--- src/rtl/life_gen_sequencer.sv ---
// life_gen_sequencer
// ------------------
// Owns a WIDTH x HEIGHT Game of Life grid (B3/S23) and steps it a requested
// number of generations. One cell is evaluated per cycle, in row-major order
// (column fastest), by a single shared neighbour-count/rule evaluator. Results
// go to a shadow grid, which is copied into the committed grid at the end of
// every generation.
//
// Run timing: with start accepted at edge 0, DONE is entered at edge
// steps*(WIDTH*HEIGHT+1) (WIDTH*HEIGHT scan cycles plus one commit cycle per
// generation).
//
// Build option:
//   TOROIDAL_WRAP_EN  defined   -> neighbour coordinates wrap around the edges
//                     undefined -> cells outside the grid count as dead
//
// Handshake: i_start is a level sampled only in IDLE; it is accepted on the
// first rising edge of i_clk on which it is high while the FSM is in IDLE.
// o_done is a one-cycle pulse (the DONE state). i_row_wr_en is honoured only
// in IDLE and DONE.
//
// Ports:
//   i_clk, i_rst       clock, asynchronous active-high reset
//   i_row_wr_en        write i_row_wr_data into committed row i_row_wr_addr
//   i_row_wr_addr      row to write (>= HEIGHT is ignored)
//   i_row_wr_data      row contents, bit i = column i
//   i_start, i_steps   run request and generation count
//   o_busy             high in SCAN and COMMIT
//   o_done             one-cycle run-complete pulse
//   o_gen_count        generations committed since reset (wraps)
//   i_rd_addr          read row select
//   o_rd_data          committed row i_rd_addr, 0 when out of range
//   o_state            FSM state, for observation
module life_gen_sequencer #(
   parameter int WIDTH  = 8,
   parameter int HEIGHT = 8,
   parameter int ADDR_W = 3,
   parameter int STEP_W = 8,
   parameter int CNT_W  = 16
) (
   input  logic              i_clk,
   input  logic              i_rst,
   input  logic              i_row_wr_en,
   input  logic [ADDR_W-1:0] i_row_wr_addr,
   input  logic [WIDTH-1:0]  i_row_wr_data,
   input  logic              i_start,
   input  logic [STEP_W-1:0] i_steps,
   output logic              o_busy,
   output logic              o_done,
   output logic [CNT_W-1:0]  o_gen_count,
   input  logic [ADDR_W-1:0] i_rd_addr,
   output logic [WIDTH-1:0]  o_rd_data,
   output logic [1:0]        o_state
);

   localparam int COL_W = (WIDTH > 1) ? $clog2(WIDTH) : 1;

   localparam logic [1:0] S_IDLE   = 2'd0;
   localparam logic [1:0] S_SCAN   = 2'd1;
   localparam logic [1:0] S_COMMIT = 2'd2;
   localparam logic [1:0] S_DONE   = 2'd3;

   localparam logic [ADDR_W-1:0] LAST_ROW = ADDR_W'(HEIGHT - 1);
   localparam logic [COL_W-1:0]  LAST_COL = COL_W'(WIDTH - 1);

   logic [1:0]        r_state;
   logic [WIDTH-1:0]  r_grid   [HEIGHT];
   logic [WIDTH-1:0]  r_shadow [HEIGHT];
   logic [ADDR_W-1:0] r_row;
   logic [COL_W-1:0]  r_col;
   logic [STEP_W-1:0] r_remaining;
   logic [CNT_W-1:0]  r_gen_count;

   logic [WIDTH-1:0]  w_up;
   logic [WIDTH-1:0]  w_cur;
   logic [WIDTH-1:0]  w_dn;
   logic [WIDTH+1:0]  w_up_p;
   logic [WIDTH+1:0]  w_cur_p;
   logic [WIDTH+1:0]  w_dn_p;
   logic              w_lo_wrap;
   logic              w_hi_wrap;
   logic [3:0]        w_n;
   logic              w_alive;
   logic              w_next;
   logic              w_wr_ok;

   // Select the rows above, at and below the current cell from the
   // committed grid. Rows outside the grid stay zero unless wrapping.
   always_comb begin
      w_up  = '0;
      w_cur = '0;
      w_dn  = '0;
      for (int r = 0; r < HEIGHT; r++) begin
         if (r == int'(r_row))     w_cur = r_grid[r];
         if (r + 1 == int'(r_row)) w_up  = r_grid[r];
         if (r == int'(r_row) + 1) w_dn  = r_grid[r];
      end
`ifdef TOROIDAL_WRAP_EN
      if (r_row == '0)      w_up = r_grid[HEIGHT-1];
      if (r_row == LAST_ROW) w_dn = r_grid[0];
`endif
   end

`ifdef TOROIDAL_WRAP_EN
   assign w_lo_wrap = 1'b1;
   assign w_hi_wrap = 1'b1;
`else
   assign w_lo_wrap = 1'b0;
   assign w_hi_wrap = 1'b0;
`endif

   // Padded rows: bit 0 stands for column -1, bit WIDTH+1 for column WIDTH,
   // so the three neighbours of column c are bits c, c+1 and c+2.
   assign w_up_p  = {w_hi_wrap & w_up[0],  w_up,  w_lo_wrap & w_up[WIDTH-1]};
   assign w_cur_p = {w_hi_wrap & w_cur[0], w_cur, w_lo_wrap & w_cur[WIDTH-1]};
   assign w_dn_p  = {w_hi_wrap & w_dn[0],  w_dn,  w_lo_wrap & w_dn[WIDTH-1]};

   always_comb begin
      w_n     = '0;
      w_alive = 1'b0;
      for (int c = 0; c < WIDTH; c++) begin
         if (c == int'(r_col)) begin
            w_alive = w_cur_p[c+1];
            w_n = 4'(w_up_p[c]) + 4'(w_up_p[c+1]) + 4'(w_up_p[c+2])
                + 4'(w_cur_p[c])                   + 4'(w_cur_p[c+2])
                + 4'(w_dn_p[c]) + 4'(w_dn_p[c+1]) + 4'(w_dn_p[c+2]);
         end
      end
   end

   assign w_next  = (w_n == 4'd3) | (w_alive & (w_n == 4'd2));
   assign w_wr_ok = i_row_wr_en & ((r_state == S_IDLE) | (r_state == S_DONE));

   always_ff @(posedge i_clk or posedge i_rst) begin
      if (i_rst) begin
         r_state     <= S_IDLE;
         r_row       <= '0;
         r_col       <= '0;
         r_remaining <= '0;
         r_gen_count <= '0;
         for (int r = 0; r < HEIGHT; r++) begin
            r_grid[r]   <= '0;
            r_shadow[r] <= '0;
         end
      end else begin
         // Host row write; a write coinciding with an accepted start lands at
         // the same edge, so the first scan cycle already sees it.
         if (w_wr_ok) begin
            for (int r = 0; r < HEIGHT; r++) begin
               if (r == int'(i_row_wr_addr)) r_grid[r] <= i_row_wr_data;
            end
         end

         case (r_state)
            S_IDLE: begin
               if (i_start) begin
                  if (i_steps != '0) begin
                     r_state     <= S_SCAN;
                     r_remaining <= i_steps;
                     r_row       <= '0;
                     r_col       <= '0;
                  end else begin
                     r_state <= S_DONE;
                  end
               end
            end

            S_SCAN: begin
               for (int r = 0; r < HEIGHT; r++) begin
                  for (int c = 0; c < WIDTH; c++) begin
                     if (r == int'(r_row) && c == int'(r_col)) r_shadow[r][c] <= w_next;
                  end
               end
               if (r_col == LAST_COL) begin
                  r_col <= '0;
                  if (r_row == LAST_ROW) begin
                     r_row   <= '0;
                     r_state <= S_COMMIT;
                  end else begin
                     r_row <= r_row + 1'b1;
                  end
               end else begin
                  r_col <= r_col + 1'b1;
               end
            end

            S_COMMIT: begin
               for (int r = 0; r < HEIGHT; r++) r_grid[r] <= r_shadow[r];
               r_gen_count <= r_gen_count + 1'b1;
               r_remaining <= r_remaining - 1'b1;
               if (r_remaining == STEP_W'(1)) r_state <= S_DONE;
               else                           r_state <= S_SCAN;
            end

            default: begin
               r_state <= S_IDLE;
            end
         endcase
      end
   end

   always_comb begin
      o_rd_data = '0;
      for (int r = 0; r < HEIGHT; r++) begin
         if (r == int'(i_rd_addr)) o_rd_data = r_grid[r];
      end
   end

   assign o_busy      = (r_state == S_SCAN) | (r_state == S_COMMIT);
   assign o_done      = (r_state == S_DONE);
   assign o_gen_count = r_gen_count;
   assign o_state     = r_state;

endmodule
--- config.mk ---
export PLATFORM = sky130hd
export DESIGN_NAME = life_gen_sequencer
export DESIGN_NICKNAME = d
export VERILOG_FILES = /design/src/rtl/life_gen_sequencer.sv
export SDC_FILE = /design/constraint.sdc
export NUM_CORES = 1
export LEC_CHECK = 0
export ABC_AREA = 1
export BUFFER_PORTS_ARGS = -buffer_cell sky130_fd_sc_hd__buf_4
export CAP_MARGIN = 20
export CORE_MARGIN = 1
export CORE_UTILIZATION = 45
export DETAILED_ROUTE_END_ITERATION = 8
export PLACE_DENSITY = 0.62
export SYNTH_ARGS = -nofsm -noshare
export SYNTH_HDL_FRONTEND = slang
export SYNTH_SLANG_ARGS = --single-unit
export TNS_END_PERCENT = 100
--- constraint.sdc ---
create_clock -name i_clk -period 7 [get_ports i_clk]
set_input_delay 1.05 -clock i_clk [delete_from_list [all_inputs] [get_ports i_clk]]
set_output_delay 1.05 -clock i_clk [all_outputs]
set_load 0.01 [all_outputs]
# Yosys cells after proc, flatten, opt, wreduce, memory -nomap -nowiden
# Index checks and enable logic that the tools add are counted.
# totals
regBits	160
out_inout_bits	28
elab_cells	414
# classes
n_addsub	54
n_eq_ne	47
n_mux	73
bitwise	5
reduce_logical	158
# ops
cell	n
8-bit two-way mux	41
2-bit AND reduction	72
64-bit two-way mux	2
4-bit by 1-bit adder with 4-bit output	28
4-bit by 32-bit == test with 1-bit output (first input constant)	3
3-bit by 32-bit == test with 1-bit output (first input constant)	2
1-bit logical AND	64
3-bit == test (first input constant)	16
2-bit by 32-bit == test with 1-bit output (first input constant)	1
32-bit zero test	1
4-bit two-way mux	8
3-bit by 1-bit adder with 4-bit output	7
2-bit by 3-bit == test with 1-bit output (first input constant)	8
2-bit nonzero test	11
2-bit by 1-bit adder with 3-bit output	7
16-bit by 1-bit adder with 16-bit output (second input constant)	1
8-bit case mux with 2 select lines	1
3-bit two-way mux	5
1-bit by 1-bit adder with 2-bit output	7
1-bit by 3-bit == test with 1-bit output (first input constant)	4
3-bit zero test	4
3-bit case mux with 2 select lines	2
2-bit two-way mux	5
3-bit AND reduction	3
18 further kinds	34

# Depth between registers and ports, before layout
# depth
depth_word	25
depth_mapped	31

# Worst setup path after synthesis
# No wires, ideal clock.
# synth_timing
kind	reg-to-reg
startpoint	register r_row[0]
endpoint	register r_shadow[55] (netlist name)
setup_ns	0.066
t_arrival_ns	5.670
slack_ns	1.264
stages_incl_launch_ff	27
path_buffers	3
synth_period_minus_slack_ns	5.736
path_cell_list	dfrtp_1 > ha_1 > ha_1 > clkinv_1 > buf_2 > clkbuf_1 > o211ai_1 > o211ai_1 > o21ai_0 > nor2_1 > a211oi_1 > o22ai_1 > fa_1 > fa_1 > fa_1 > inv_1 > ha_1 > fa_1 > nand2_1 > a211oi_1 > a21oi_1 > o211ai_1 > nand2_1 > a21oi_4 > buf_2 > nand3_2 > nand2_1
# synth_via
elab_chain_cells	25
# synth_lines
element	line_no	rtl
start: declaration	69	logic [ADDR_W-1:0] r_row;
start signal: assignment	180	r_row <= r_row + 1'b1;
2-bit by 3-bit == test with 1-bit output	94, 95, 171	
8-bit two-way mux (7 in series)	95	if (r + 1 == int'(r_row)) w_up = r_grid[r];
1-bit by 1-bit adder with 2-bit output	124	w_n = 4'(w_up_p[c]) + 4'(w_up_p[c+1]) + 4'(w_up_p[c+2])
2-bit by 1-bit adder with 3-bit output	124	
3-bit by 1-bit adder with 4-bit output	125	+ 4'(w_cur_p[c]) + 4'(w_cur_p[c+2])
4-bit by 1-bit adder with 4-bit output	125	
4-bit by 1-bit adder with 4-bit output (3 in series)	126	+ 4'(w_dn_p[c]) + 4'(w_dn_p[c+1]) + 4'(w_dn_p[c+2]);
4-bit two-way mux (7 in series)	122	if (c == int'(r_col)) begin
4-bit by 2-bit == test with 1-bit output	131	assign w_next = (w_n == 4'd3) | (w_alive & (w_n == 4'd2));
1-bit bitwise AND	131	
1-bit bitwise OR	131	
end: declaration	68	logic [WIDTH-1:0] r_shadow [HEIGHT];
# Several ways; a longest one is shown, not always the timed one.
# A chain may end at the register's enable or synchronous reset.

# Worst setup path in the final report
# layout_timing
startpoint	register r_row[0]
endpoint	register r_shadow[25] (netlist name)
# layout_via
elab_chain_cells	25
# layout_lines
element	line_no
2-bit by 3-bit == test with 1-bit output	94, 95
8-bit two-way mux (7 in series)	95
1-bit by 1-bit adder with 2-bit output	124
2-bit by 1-bit adder with 3-bit output	124
3-bit by 1-bit adder with 4-bit output	125
4-bit by 1-bit adder with 4-bit output	125
4-bit by 1-bit adder with 4-bit output (3 in series)	126
4-bit two-way mux (7 in series)	122
4-bit by 2-bit == test with 1-bit output	131
1-bit bitwise AND	131
1-bit bitwise OR	131
# Several ways; a longest one is shown, not always the timed one.

==> impl_metrics.py <==
metrics = {
    "detailed_routing": {
        "vias_per_cell": 5.74,
        "route.antenna.remaining_nets": 0,
        "wirelength_mm": 37.1,
        "post-route-drc-count": 0,
        "drt_iter0_drc": 1113,
        "vias": 10900,
        "dr.pass1.iters": 6,
        "wl_per_cell_um": 19.5,
    },
    "global_routing": {
        "antenna_found_initial": 0,
        "overflow": 0,
        "grt_pass1_wl_mm": 58.6,
        "grt_use_total_pct": 29.2,
        "grt_max_degree": 112,
        "grtUsageMet1_pct": 41.4,
        "busiest_layer": "met2",
        "grt_pass1_vias": 10400,
        "grt_use_met3_pct": 3.57,
        "use_met2_pct": 46.0,
    },
    "clock_network": {
        "cts_tree": "built",
        "hold_buffers": 0,
        "clock_latency_ns": 0.44,
        "cts.sinks": 160,
        "cts_max_level": 4,
        "ctsResizeCount": 0,
        "clockBufferDepth": 2,
        "postCtsSetupBuffers": 0,
        "numCtsBuffers": 17,
        "cts.clk_slew.worst_paths_ns": 0.07,
        "ctsRootBufferMaster": "clkbuf_16",
    },
    "critical_path": {
        "crit_chain": "ha_1 > ha_1 > clkinv_1 > o211ai_1 > o21ai_0 > nor2_1 > a211oi_1 > o22ai_1 > fa_1 > fa_1 > fa_1 > inv_1 > ha_1 > fa_1 > nand2_1 > a211oi_1 > a21oi_1 > o211ai_1 > nand2_1 > a21oi_4 > buf_12 > nand3_2 > nand2_1",
        "max_stage_delay_ns": 0.54,
        "endpoint_kind": "register",
        "cp.arrival_ns": 6.87,
        "rrSetupSlack_ns": 0.50,
        "path_class": "register to register",
        "crit_family": "adder cells",
        "path_buf_inv": 3,
        "path_common_cell": "fa_1",
        "worstPathRequired_ns": 7.37,
        "r2r_end": "r_shadow[25]",
        "critPathMaxFanout": 64,
        "worstReg2RegStart": "r_row[0]",
        "reg2reg_depth": 23,
        "slowest_stage": "fa_1",
        "critPathLaunchType": "register",
    },
    "layout": {
        "antenna_cells": 0,
        "regArea_mm2": 0.00400,
        "areaGrowthSynthToFinish_pct": 9.91,
        "final.fill_count": 2501,
        "layout-drive-gt1-share_pct": 11.9,
        "nNetsFinal": 1657,
        "multi_input_area_mm2": 0.00637,
    },
    "yosys": {
        "yosysMostFrequentCell": "nand2_1",
        "synthTopCellsByCount": "nand2_1, o21ai_0, inv_1",
        "ys_ff_latch": 160,
        "syn_nets": 1642,
        "ys_seq_area_share_pct": 34.6,
        "ys.flop_type": "dfrtp_1",
        "avgSynthCellArea_um2": 7.50,
        "yosysUniqueCellTypes": 51,
        "synth_area_mm2": 0.0116,
        "async_flop_share_pct": 100,
        "synth_top_cell_by_area": "dfrtp_1",
        "synthesis.instances": 1545,
        "synth-edff-count": 0,
        "yosysTopAreaCellShare_pct": 34.6,
        "yosysWarnings": 0,
        "yosys-top-cells-area": "dfrtp_1, o21ai_0, nand2_1",
    },
    "floorplanning": {
        "row_count": 58,
        "pin_count": 54,
        "start_util_pct": 46.0,
        "die_h_um": 162,
        "fp.dieW_um": 162,
        "coreArea_mm2": 0.0252,
        "die-area_mm2": 0.0264,
    },
    "min_path": {
        "worstHoldPathType": "register to register",
        "hp-start": "o_gen_count[14]",
        "whs_endpoint": "o_gen_count[14]",
        "hold_path_depth": 1,
    },
    "timing": {
        "fin_skew_ns": 0.0165,
        "rsz0062_at_grt": "no",
        "maxSlewHeadroom_pct": 22.4,
        "max_freq_ghz": 0.154,
        "fin_tns_setup_ns": 0,
        "slew_violations": 0,
        "period_needed_ns": 6.50,
        "period_share_pct": 92.8,
        "worstMarginPinSlew_ns": 1.16,
        "setup_viol": 0,
        "finalHoldViolCount": 0,
    },
    "placement": {
        "hpwlAfterDp_mm": 26.9,
        "portBuffers": 53,
        "gp_congestion": 0.962,
    },
    "run": {
        "maxCapViolations": 0,
    },
    "outcome": {
        "status": "completed",
    },
}
[per-layer routing]
metal / vias to the layer above / wire length [um]
li1: 5145 / -
met1: 5354 / 16900
met2: 370 / 17000
met3: 48 / 2370
met4: 0 / 860
met5: - / 0
[worst max-delay path by stage]
stage	slack [ns]	startpoint	cells after the start	end
after floorplan	1.26	r_row[0]	26	r_shadow[55]
final	0.50	r_row[0]	23	r_shadow[25]
after detailed placement	0.69	r_row[0]	23	r_shadow[44]
after global placement	0.76	r_row[0]	23	r_shadow[21]
after global routing	0.15	r_row[0]	26	r_shadow[36]
after CTS	0.62	r_row[0]	23	r_shadow[44]
[registers in the layout, indices dropped and copies added (netlist names)]
register	cells
r_col	3
r_remaining	8
r_shadow	64
o_state	2
r_grid	64
o_gen_count	16
r_row	3
[layout make-up]
class	instances	share of cell area (%)
Inverter	215	6.40
Clock inverter	15	1.10
Multi-Input combinational cell	1095	50.0
Timing Repair Buffer	71	4.44
Clock buffer	17	3.34
Tap cell	330	3.24
Sequential cell	160	31.4
[cell usage in the layout (no fill, tap or decap), types with 4 or more instances in the layout]
cell type	instances
nor3_1	17
o211ai_1	25
xor2_1	14
inv_2	5
fa_1	28
clkbuf_16	17
inv_6	5
o22ai_1	9
a21oi_1	107
inv_8	5
a31oi_1	5
nand2_1	293
dfrtp_1	160
nand3_1	61
ha_1	42
buf_4	68
nor2_1	131
o21ai_1	4
o21ai_0	224
nand3_2	62
o2111ai_1	4
a22oi_1	22
o221ai_1	5
inv_1	205
nand4_1	6
[stage by stage]
step                      util, %  setup WS (ns)  instance area, um^2  cells  hold slack [ns]
after floorplan                 -           1.26                11600   1545            0.449
after CTS                    50.3          0.622                12700   1898            0.498
after global routing         50.6          0.154                12700   1903            0.514
final                        50.6          0.501                12700   1903            0.498
after detailed placement     48.1          0.692                12100   1866            0.478
after global placement       48.1          0.764                12100   1866            0.466
[cell families after synthesis]
family | after synthesis | share of synthesized area (%)
compound gates | 427 | 20.7
flops | 160 | 34.6
fa+ha+maj | 71 | 9.48
simple gates | 581 | 23.6
buf+inv | 290 | 10.5
xor+xnor | 16 | 1.21
Power is left out: the tool's default activity adds up to more than one toggle a clock period on the data nets, which glitch-free logic cannot reach.
